===== src/rtl/vfu_mask_steer.sv =====
// Steers the lane's single mask-unit broadcast to ALU or MFPU in the
// order masked vector instructions were issued to those units.
module vfu_mask_steer #(
    parameter int unsigned StrbWidth = 8,
    parameter int unsigned Depth     = 4,
    parameter int unsigned CntWidth  = 16
) (
    input  logic                       clk_i,
    input  logic                       rst_ni,
    input  logic                       op_valid_i,
    input  logic                       op_fu_i,
    input  logic [CntWidth-1:0]        op_words_i,
    output logic                       op_ready_o,
    input  logic [StrbWidth-1:0]       mask_i,
    input  logic                       mask_valid_i,
    output logic                       mask_ready_o,
    output logic [StrbWidth-1:0]       alu_mask_o,
    output logic                       alu_mask_valid_o,
    input  logic                       alu_mask_ready_i,
    output logic [StrbWidth-1:0]       mfpu_mask_o,
    output logic                       mfpu_mask_valid_o,
    input  logic                       mfpu_mask_ready_i,
    output logic                       busy_o,
    output logic [$clog2(Depth):0]     pending_o
);

    localparam int unsigned PtrWidth   = $clog2(Depth);
    localparam int unsigned CountWidth = PtrWidth + 1;

    logic                  fu_q    [Depth];
    logic [CntWidth-1:0]   words_q [Depth];
    logic [PtrWidth-1:0]   rptr_q, wptr_q;
    logic [CountWidth-1:0] count_q, count_d;
    logic [CntWidth-1:0]   cnt_q;

    logic                  head_fu;
    logic [CntWidth-1:0]   head_words;
    logic                  live;
    logic                  head_alu, head_mfpu;
    logic                  hs, last_word, push, pop;

    // Head decode and steering; reset cycle suppresses any forwarding
    always_comb begin
        head_fu           = fu_q[rptr_q];
        head_words        = words_q[rptr_q];
        live              = (count_q != '0) && rst_ni;
        head_alu          = live && !head_fu;
        head_mfpu         = live && head_fu;
        alu_mask_o        = mask_i;
        mfpu_mask_o       = mask_i;
        alu_mask_valid_o  = mask_valid_i && head_alu;
        mfpu_mask_valid_o = mask_valid_i && head_mfpu;
        mask_ready_o      = (head_alu && alu_mask_ready_i) || (head_mfpu && mfpu_mask_ready_i);
        op_ready_o        = (count_q != CountWidth'(Depth));
        busy_o            = (count_q != '0);
        pending_o         = count_q;
        hs                = mask_valid_i && mask_ready_o;
        last_word         = (cnt_q == head_words - CntWidth'(1));
        push              = op_valid_i && op_ready_o && (op_words_i != '0);
        pop               = hs && last_word;
    end

    // Occupancy update: simultaneous push and pop leaves the count unchanged
    always_comb begin
        count_d = count_q;
        case ({push, pop})
            2'b10:   count_d = count_q + CountWidth'(1);
            2'b01:   count_d = count_q - CountWidth'(1);
            default: count_d = count_q;
        endcase
    end

    // Entry payload storage; stale contents are harmless once count is cleared
    always_ff @(posedge clk_i) begin
        if (push) begin
            fu_q[wptr_q]    <= op_fu_i;
            words_q[wptr_q] <= op_words_i;
        end
    end

    // Pointers, occupancy and head word counter
    always_ff @(posedge clk_i) begin
        if (!rst_ni) begin
            rptr_q  <= '0;
            wptr_q  <= '0;
            count_q <= '0;
            cnt_q   <= '0;
        end else begin
            count_q <= count_d;
            if (push) begin
                wptr_q <= wptr_q + PtrWidth'(1);
            end
            if (pop) begin
                rptr_q <= rptr_q + PtrWidth'(1);
                cnt_q  <= '0;
            end else if (hs) begin
                cnt_q  <= cnt_q + CntWidth'(1);
            end
        end
    end

endmodule

===== config.mk =====
export PLATFORM = sky130hd
export DESIGN_NAME = vfu_mask_steer
export DESIGN_NICKNAME = d
export VERILOG_FILES = /design/src/rtl/vfu_mask_steer.sv
export SDC_FILE = /design/constraint.sdc
export NUM_CORES = 1
export LEC_CHECK = 0
export ABC_AREA = 1
export CAP_MARGIN = 0
export CORE_ASPECT_RATIO = 0.6
export CORE_MARGIN = 2
export CORE_UTILIZATION = 40
export DETAILED_ROUTE_END_ITERATION = 10
export PLACE_DENSITY = 0.59
export SYNTH_ARGS = -nofsm -noshare
export SYNTH_HDL_FRONTEND = slang
export SYNTH_SLANG_ARGS = --single-unit

===== constraint.sdc =====
create_clock -name clk_i -period 3.9 [get_ports clk_i]
set_input_delay 1.17 -clock clk_i [delete_from_list [all_inputs] [get_ports clk_i]]
set_output_delay 1.17 -clock clk_i [all_outputs]
set_load 0.02 [all_outputs]

==> impl_metrics.yaml, run 1 <==
clocking:
  clock_latency_ns: 0.35
  post_cts_buffers: 0
  clk_pin_slew_ns: 0.07
  cts_root_buf: "clkbuf_16"
  cts-buffers-inserted: 9
  htree_levels: 3
  clk_path_buf_depth: 2
  cts_sinks: 93
  cts_tree: "built"
grt:
  gr-usage-met2_pct: 25.5
  grt_pass1_wl_um: 16900
  grt_most_used_layer: "met2"
  grtUsageTotal_pct: 17.2
  met3_usage_pct: 4.64
  grt_overflow: 0
  use_met1_pct: 25.0
  grt_max_degree: 20
  antenna_found_initial: 0
  grt_pass1_vias: 3253
cells_and_area:
  multi_input_area_um2: 1780
  area_delta_synth_final_pct: 15.6
  fill_cells: 1077
  antennaDiodeCount: 0
  final_cells: 726
  register_area_um2: 2540
  nNetsFinal: 600
  final_layout_size_suffix_gt1_share_pct: 12.9
drt:
  drtPass1Iterations: 5
  viasPerCell: 4.87
  drtIter0Drc: 261
  ant_nets: 0
  drcViolationCount: 0
  wirelength_um: 10400
  dr_total_vias: 3533
  wl_per_cell_um: 14.3
synthesis:
  syn_nets: 568
  yosysWarnings: 0
  avgSynthCellArea_um2: 9.03
  yosys-top-cells-count: "155 x nand2_1, 68 x edfxtp_1, 62 x nand3_1"
  ys_ff_latch: 93
  synthTopCellsByArea: "edfxtp_1 43%, nand2_1 12%, dfxtp_1 10%"
  async_flop_share_pct: 0
  synth_flop_cell: "edfxtp_1"
  synth.most_common_cell: "nand2_1"
  yosysTopAreaCell: "edfxtp_1"
  ys_types: 34
  yosysTopAreaCellShare_pct: 42.8
  netlist_area_um2: 4780
  syn_inst: 529
  synth_edf_count: 68
  synth-seq-area-share_pct: 53.2
power_and_ir_drop:
  seqPwrFrac_pct: 49.4
  switching_power_mw: 0.552
  powerDensity_nw_per_um2: 407
  clock_power_share_pct: 41.9
  ir_drop_mv: 0.213
  netSwitchingFraction_pct: 24.6
  p_int_mw: 1.69
  p_leak_nw: 2.14
  combPwrFrac_pct: 8.7
worst_setup_path:
  required_ns: 2.73
  cp.arrival_ns: 2.59
  rrSetupSlack_ns: 0.35
  cp_top_family: "buffers and inverters"
  cp-end-kind: "output pin"
  critPathBufInv: 3
  crit_path_start_kind: "input pin"
  critPathKind: "input pin to output pin"
  path_cells: "clkdlybuf4s50_1, nand2_1, inv_1, nand2_1, nor2_1, clkdlybuf4s50_1"
  cp_max_fo: 3
  critPathSlowestCell: "clkdlybuf4s50_1"
  slowest_delay_ns: 0.61
sta:
  tns_ns: 0
  final-setup-viol-count: 0
  clock_skew_ns: 0.00795
  fin_crit_sh_pct: 96.4
  whs_ns: 0.509
  tightest_slew_ns: 0.736
  timing.final.crit_period_ns: 3.76
  drv_slew: 0
  timing.fmax_mhz: 266
  rsz0062_at_grt: "false"
  slew-limit-headroom_pct: 50.5
  hold_viol: 0
placed_design:
  portBuffers: 30
  gp_congestion: 0.878
  dpl.hpwl_um: 7560
  placed_cells: 710
run:
  drv_cap: 0
floorplan:
  rows: 30
  coreArea_um2: 11500
  die_x_um: 145
  pin_count: 55
  dieArea_um2: 12900
  die_h_um: 88.6
  start_util_pct: 41.6
outcome:
  outcome: "finished clean"
min_path:
  hold_class: "register to register"
-- kinds of logic after synthesis --
logic type | Yosys count | share of synthesized area (%)
AND/OR/NAND/NOR | 295 | 28.1
flip-flops | 93 | 53.2
XOR/XNOR | 14 | 2.57
AO/OA/AOI/OAI | 33 | 4.40
buffers and inverters | 86 | 9.43
adder cells (fa/ha/maj) | 8 | 2.25
-- metrics by stage --
| step | setup WS (ns) | power, mW | area [um2] | util, % |
|---|---|---|---|---|
| global route | 0.0517 | 2.34 | 5520 | 48.1 |
| floorplan | 0.317 | 1.27 | 4780 | - |
| global placement | 0.0524 | 1.33 | 5190 | 45.2 |
| detailed placement | 0.00680 | 1.33 | 5190 | 45.2 |
| finish | 0.142 | 2.25 | 5520 | 48.1 |
| CTS | 0.0332 | 2.26 | 5520 | 48.0 |
-- power by group through the flow --
stage	Clock [mW]	Sequential [mW]	Combinational (mW)
2_1_floorplan	0	1.13	0.136
3_3_place_gp	0	1.13	0.195
3_5_place_dp	0	1.13	0.195
4_1_cts	0.954	1.11	0.196
5_1_grt	1.01	1.11	0.218
6_report	0.942	1.11	0.195
-- cell type report --
| type | count | share of cell area, % |
|---|---|---|
| sequential | 93 | 46.1 |
| multi-input combinational | 350 | 32.3 |
| timing repair buffer | 50 | 8.20 |
| clock buffer | 9 | 4.08 |
| inverter | 57 | 3.94 |
| tap | 160 | 3.63 |
| clock inverter | 7 | 1.77 |
-- registers in the layout, summed over array words and instances (netlist names), named ones only --
signal	count
wptr_q	2
rptr_q	2
pending_o	3
words_q	64
cnt_q	16
fu_q	4
-- per-layer routing --
| layer | part of all wire, % | wire length, um |
|---|---|---|
| met3 | 6.1 | 631 |
| met2 | 40 | 4170 |
| met5 | 0 | 0 |
| met1 | 53 | 5450 |
| met4 | 1.1 | 113 |
-- worst register-to-register path: stages (launching register included) --
cell and delay [ns]:
dfxtp_1 0.53, clkinv_2 0.16, nand3_1 0.12, nand2_1 0.13, ha_1 0.31, xnor2_1 0.16, nand3b_1 0.16, nand2_1 0.06
nand3_1 0.08, nor2_1 0.11, nand2_1 0.07, inv_1 0.10, nand3_1 0.10, nor2_2 0.15, nand2_2 0.11, inv_2 0.07
ha_1 0.13, inv_1 0.06, fa_1 0.38, a21oi_1 0.14, o21ai_0 0.11, o21ai_0 0.15, a21oi_1 0.05
-- layout by cell type (no fill, tap or decap), drive strengths merged, types with 4 or more instances in the layout --
master	count
xnor2	4
nand2	164
nor3	11
a21oi	14
ha	7
buf	20
o21bai	5
inv	61
edfxtp	68
nor4	6
o21ai	13
nand4	8
nor2	37
clkbuf	9
clkdlybuf4s50	29
dfxtp	25
nand3	65
xor2	10
-- final timing paths --
check          startpoint          endpoint  depth (start not counted)
max                rst_ni  alu_mask_valid_o                          6
min reg2reg  pending_o[2]      pending_o[2]                          2
max reg2reg      register      pending_o[2]                         22
min          pending_o[2]      pending_o[2]                          2
-- repair_timing --
item                                    4_1_cts  5_1_grt
resized for setup                             0        2
endpoints found under the setup margin        0        2
hold buffers                                  0        0
(Power assumes the default switching activity.)
==> inputs of run 2 (changes only) <==
--- a/config.mk
+++ b/config.mk
@@ -5,13 +5,12 @@
 export SDC_FILE = /design/constraint.sdc
 export NUM_CORES = 1
 export LEC_CHECK = 0
-export ABC_AREA = 1
 export CAP_MARGIN = 0
 export CORE_ASPECT_RATIO = 0.6
-export CORE_MARGIN = 2
 export CORE_UTILIZATION = 40
 export DETAILED_ROUTE_END_ITERATION = 10
-export PLACE_DENSITY = 0.59
+export PLACE_DENSITY = 0.6
+export SLEW_MARGIN = 10
 export SYNTH_ARGS = -nofsm -noshare
 export SYNTH_HDL_FRONTEND = slang
 export SYNTH_SLANG_ARGS = --single-unit
==> impl_metrics.yaml, run 2 <==
outcome:
  outcome: "finished, violations left"
  violations: "design-rule violations"
power_and_ir_drop:
  p_total_mw: 2.15
  powerDensity_nw_per_um2: 394
  ir_drop_mv: 0.189
  p_leak_nw: 1.87
clocking:
  cts_tree: "built"
  cts_sinks: 93
  cts-buffers-inserted: 9
  cts_root_buf: "clkbuf_16"
  clock_latency_ns: 0.34
  clk_pin_slew_ns: 0.06
  ctsHoldBuffers: 0
  htree_levels: 3
  clk_path_buf_depth: 2
drt:
  drcViolationCount: 10
  wirelength_um: 9170
  viasPerCell: 5.10
  drtPass1Iterations: 10
  wl_per_cell_um: 17.0
  ant_nets: 0
  dr_total_vias: 2745
  drtIter0Drc: 141
worst_setup_path:
  timing.rr.end: "pending_o[2]"
  cp-end-kind: "output pin"
  cp_max_fo: 4
  required_ns: 2.73
  crit_path_start_kind: "input pin"
  r2r_cells: 15
  cp.arrival_ns: 2.61
  critPathKind: "input pin to output pin"
  rrSetupSlack_ns: 0.13
sta:
  rsz0062_at_grt: "true"
  final-setup-viol-count: 0
  drv_slew: 0
  setup_slack_ns: 0.118
  whs_ns: 0.486
  clock_skew_ns: 0.00921
  slew-limit-headroom_pct: 74.4
  hold_viol: 0
  tightest_slew_ns: 0.380
  fin_crit_sh_pct: 97.0
  timing.final.crit_period_ns: 3.78
  tns_ns: 0
  timing.fmax_mhz: 264
synthesis:
  synthSimpleGateAreaFrac_pct: 13.8
  synth_flop_cell: "edfxtp_1"
  synth_edf_count: 68
  synth_top_family_by_area: "simple AND/OR/NAND/NOR gates"
  yosysWarnings: 0
  syn_inst: 331
  yosysTopAreaCellShare_pct: 45.8
  synth_xor_area_share_pct: 7.46
  synthTopCellsByArea: "edfxtp_1 46%, dfxtp_1 11%, mux4_2 6.1%"
  yosysTopAreaCell: "edfxtp_1"
  synthAdderAreaFrac_pct: 2.41
  ys_ff_latch: 93
  synth_compound_area_share_pct: 3.65
  netlist_area_um2: 4460
  async_flop_share_pct: 0
  yosys-top-cells-count: "68 x edfxtp_1, 32 x nor2_1, 25 x dfxtp_1"
  synth-seq-area-share_pct: 57.0
  ys_types: 52
  synth.most_common_cell: "edfxtp_1"
  avgSynthCellArea_um2: 13.5
  yosys-mux-area-fraction_pct: 10.6
  syn_nets: 370
placed_design:
  gp_congestion: 0.830
  dpl_cell_area_um2: 5120
  dpl.hpwl_um: 6660
  place_ws_ns: -0.143
  portBuffers: 30
  placed_cells: 518
grt:
  grt_pass1_wl_um: 14400
  grt_pass1_vias: 2700
  met3_usage_pct: 4.70
  grt_max_degree: 18
  use_met1_pct: 24.7
  gr-usage-met2_pct: 23.5
  grt_most_used_layer: "met1"
  antenna_found_initial: 0
  grt_overflow: 0
  grtUsageTotal_pct: 16.9
floorplan:
  pin_count: 55
  start_util_pct: 41.7
  die_x_um: 138
  dieArea_um2: 11600
  rows: 29
  die_h_um: 83.8
  coreArea_um2: 10700
cells_and_area:
  final_cell_mix: "68 x edfxtp_1, 46 x buf_4, 32 x nor2_1"
  layout_commonest_cell: "edfxtp_1"
  area_delta_synth_final_pct: 22.2
  register_area_um2: 2550
  nNetsFinal: 433
  final_util_pct: 50.9
  reg.largest.list: "words_q (64), cnt_q (16), fu_q (4)"
  final_area_um2: 5450
  largest-register: "words_q"
  largest_reg_flops: 64
  multi_input_area_um2: 1730
  final_cells: 538
  antennaDiodeCount: 0
  final_layout_size_suffix_gt1_share_pct: 24.8
  fill_cells: 897
min_path:
  hold_class: "register to register"
  hold_path_end: "rptr_q[1]"
  worstHoldStart: "rptr_q[1]"
  hold_depth: 2
run:
  drv_cap: 0
run 2: cell count changes after synthesis, sizes merged, moves of 13 or more:
cell   previous run  this run
nand2           164        14
nand3            65        13
inv              56        12
mux4              0        17
xnor2             4        21
a21oi            14         1
run 2: power by group:
group          switching (mW)  internal, mW
sequential             0.0133          1.10
combinational           0.117         0.107
clock                   0.371         0.438
run 2: final cells by class:
type,instances,share of cell area (%)
clock buffer,10,4.20
clock inverter,6,0.826
inverter,12,0.826
multi-input combinational,200,31.8
sequential,93,46.7
tap,139,3.19
timing repair buffer,78,12.5
run 2: worst max-delay path by stage:
stage / depth (start not counted) / end / from
after floorplan: 16 / pending_o[2] / register
after global placement: 13 / pending_o[2] / rst_ni
after detailed placement: 15 / pending_o[2] / register
after CTS: 15 / pending_o[2] / register
after global routing: 15 / pending_o[2] / register
final: 5 / alu_mask_valid_o / rst_ni
run 2: critical path, cell delays in order:
cell	delay, ns
clkdlybuf4s50_1	0.49
nand3_1	0.10
buf_4	0.16
nor2_1	0.09
clkdlybuf4s50_1	0.60
run 2: logic make-up after synthesis:
group,Yosys count
and+or+nand+nor,110
DFF,93
AOI/OAI and AO/OA,20
buffers and inverters,38
muxes,24
xor gates and xnor gates,38
adders and majority gates,8
run 2: per-layer routing:
layer  share of wire, %  vias up
met4                1.6        0
li1                   -     1340
met5                  0        -
met3                4.9       18
met2                 40       66
met1                 53     1321
run 2: timing repair:
action | CTS | global route
endpoints found under the hold margin | 0 | 0
setup endpoints to repair | 2 | 2
pin swaps | 0 | 11
gates resized for setup | 2 | 8
setup buffers | 1 | 3
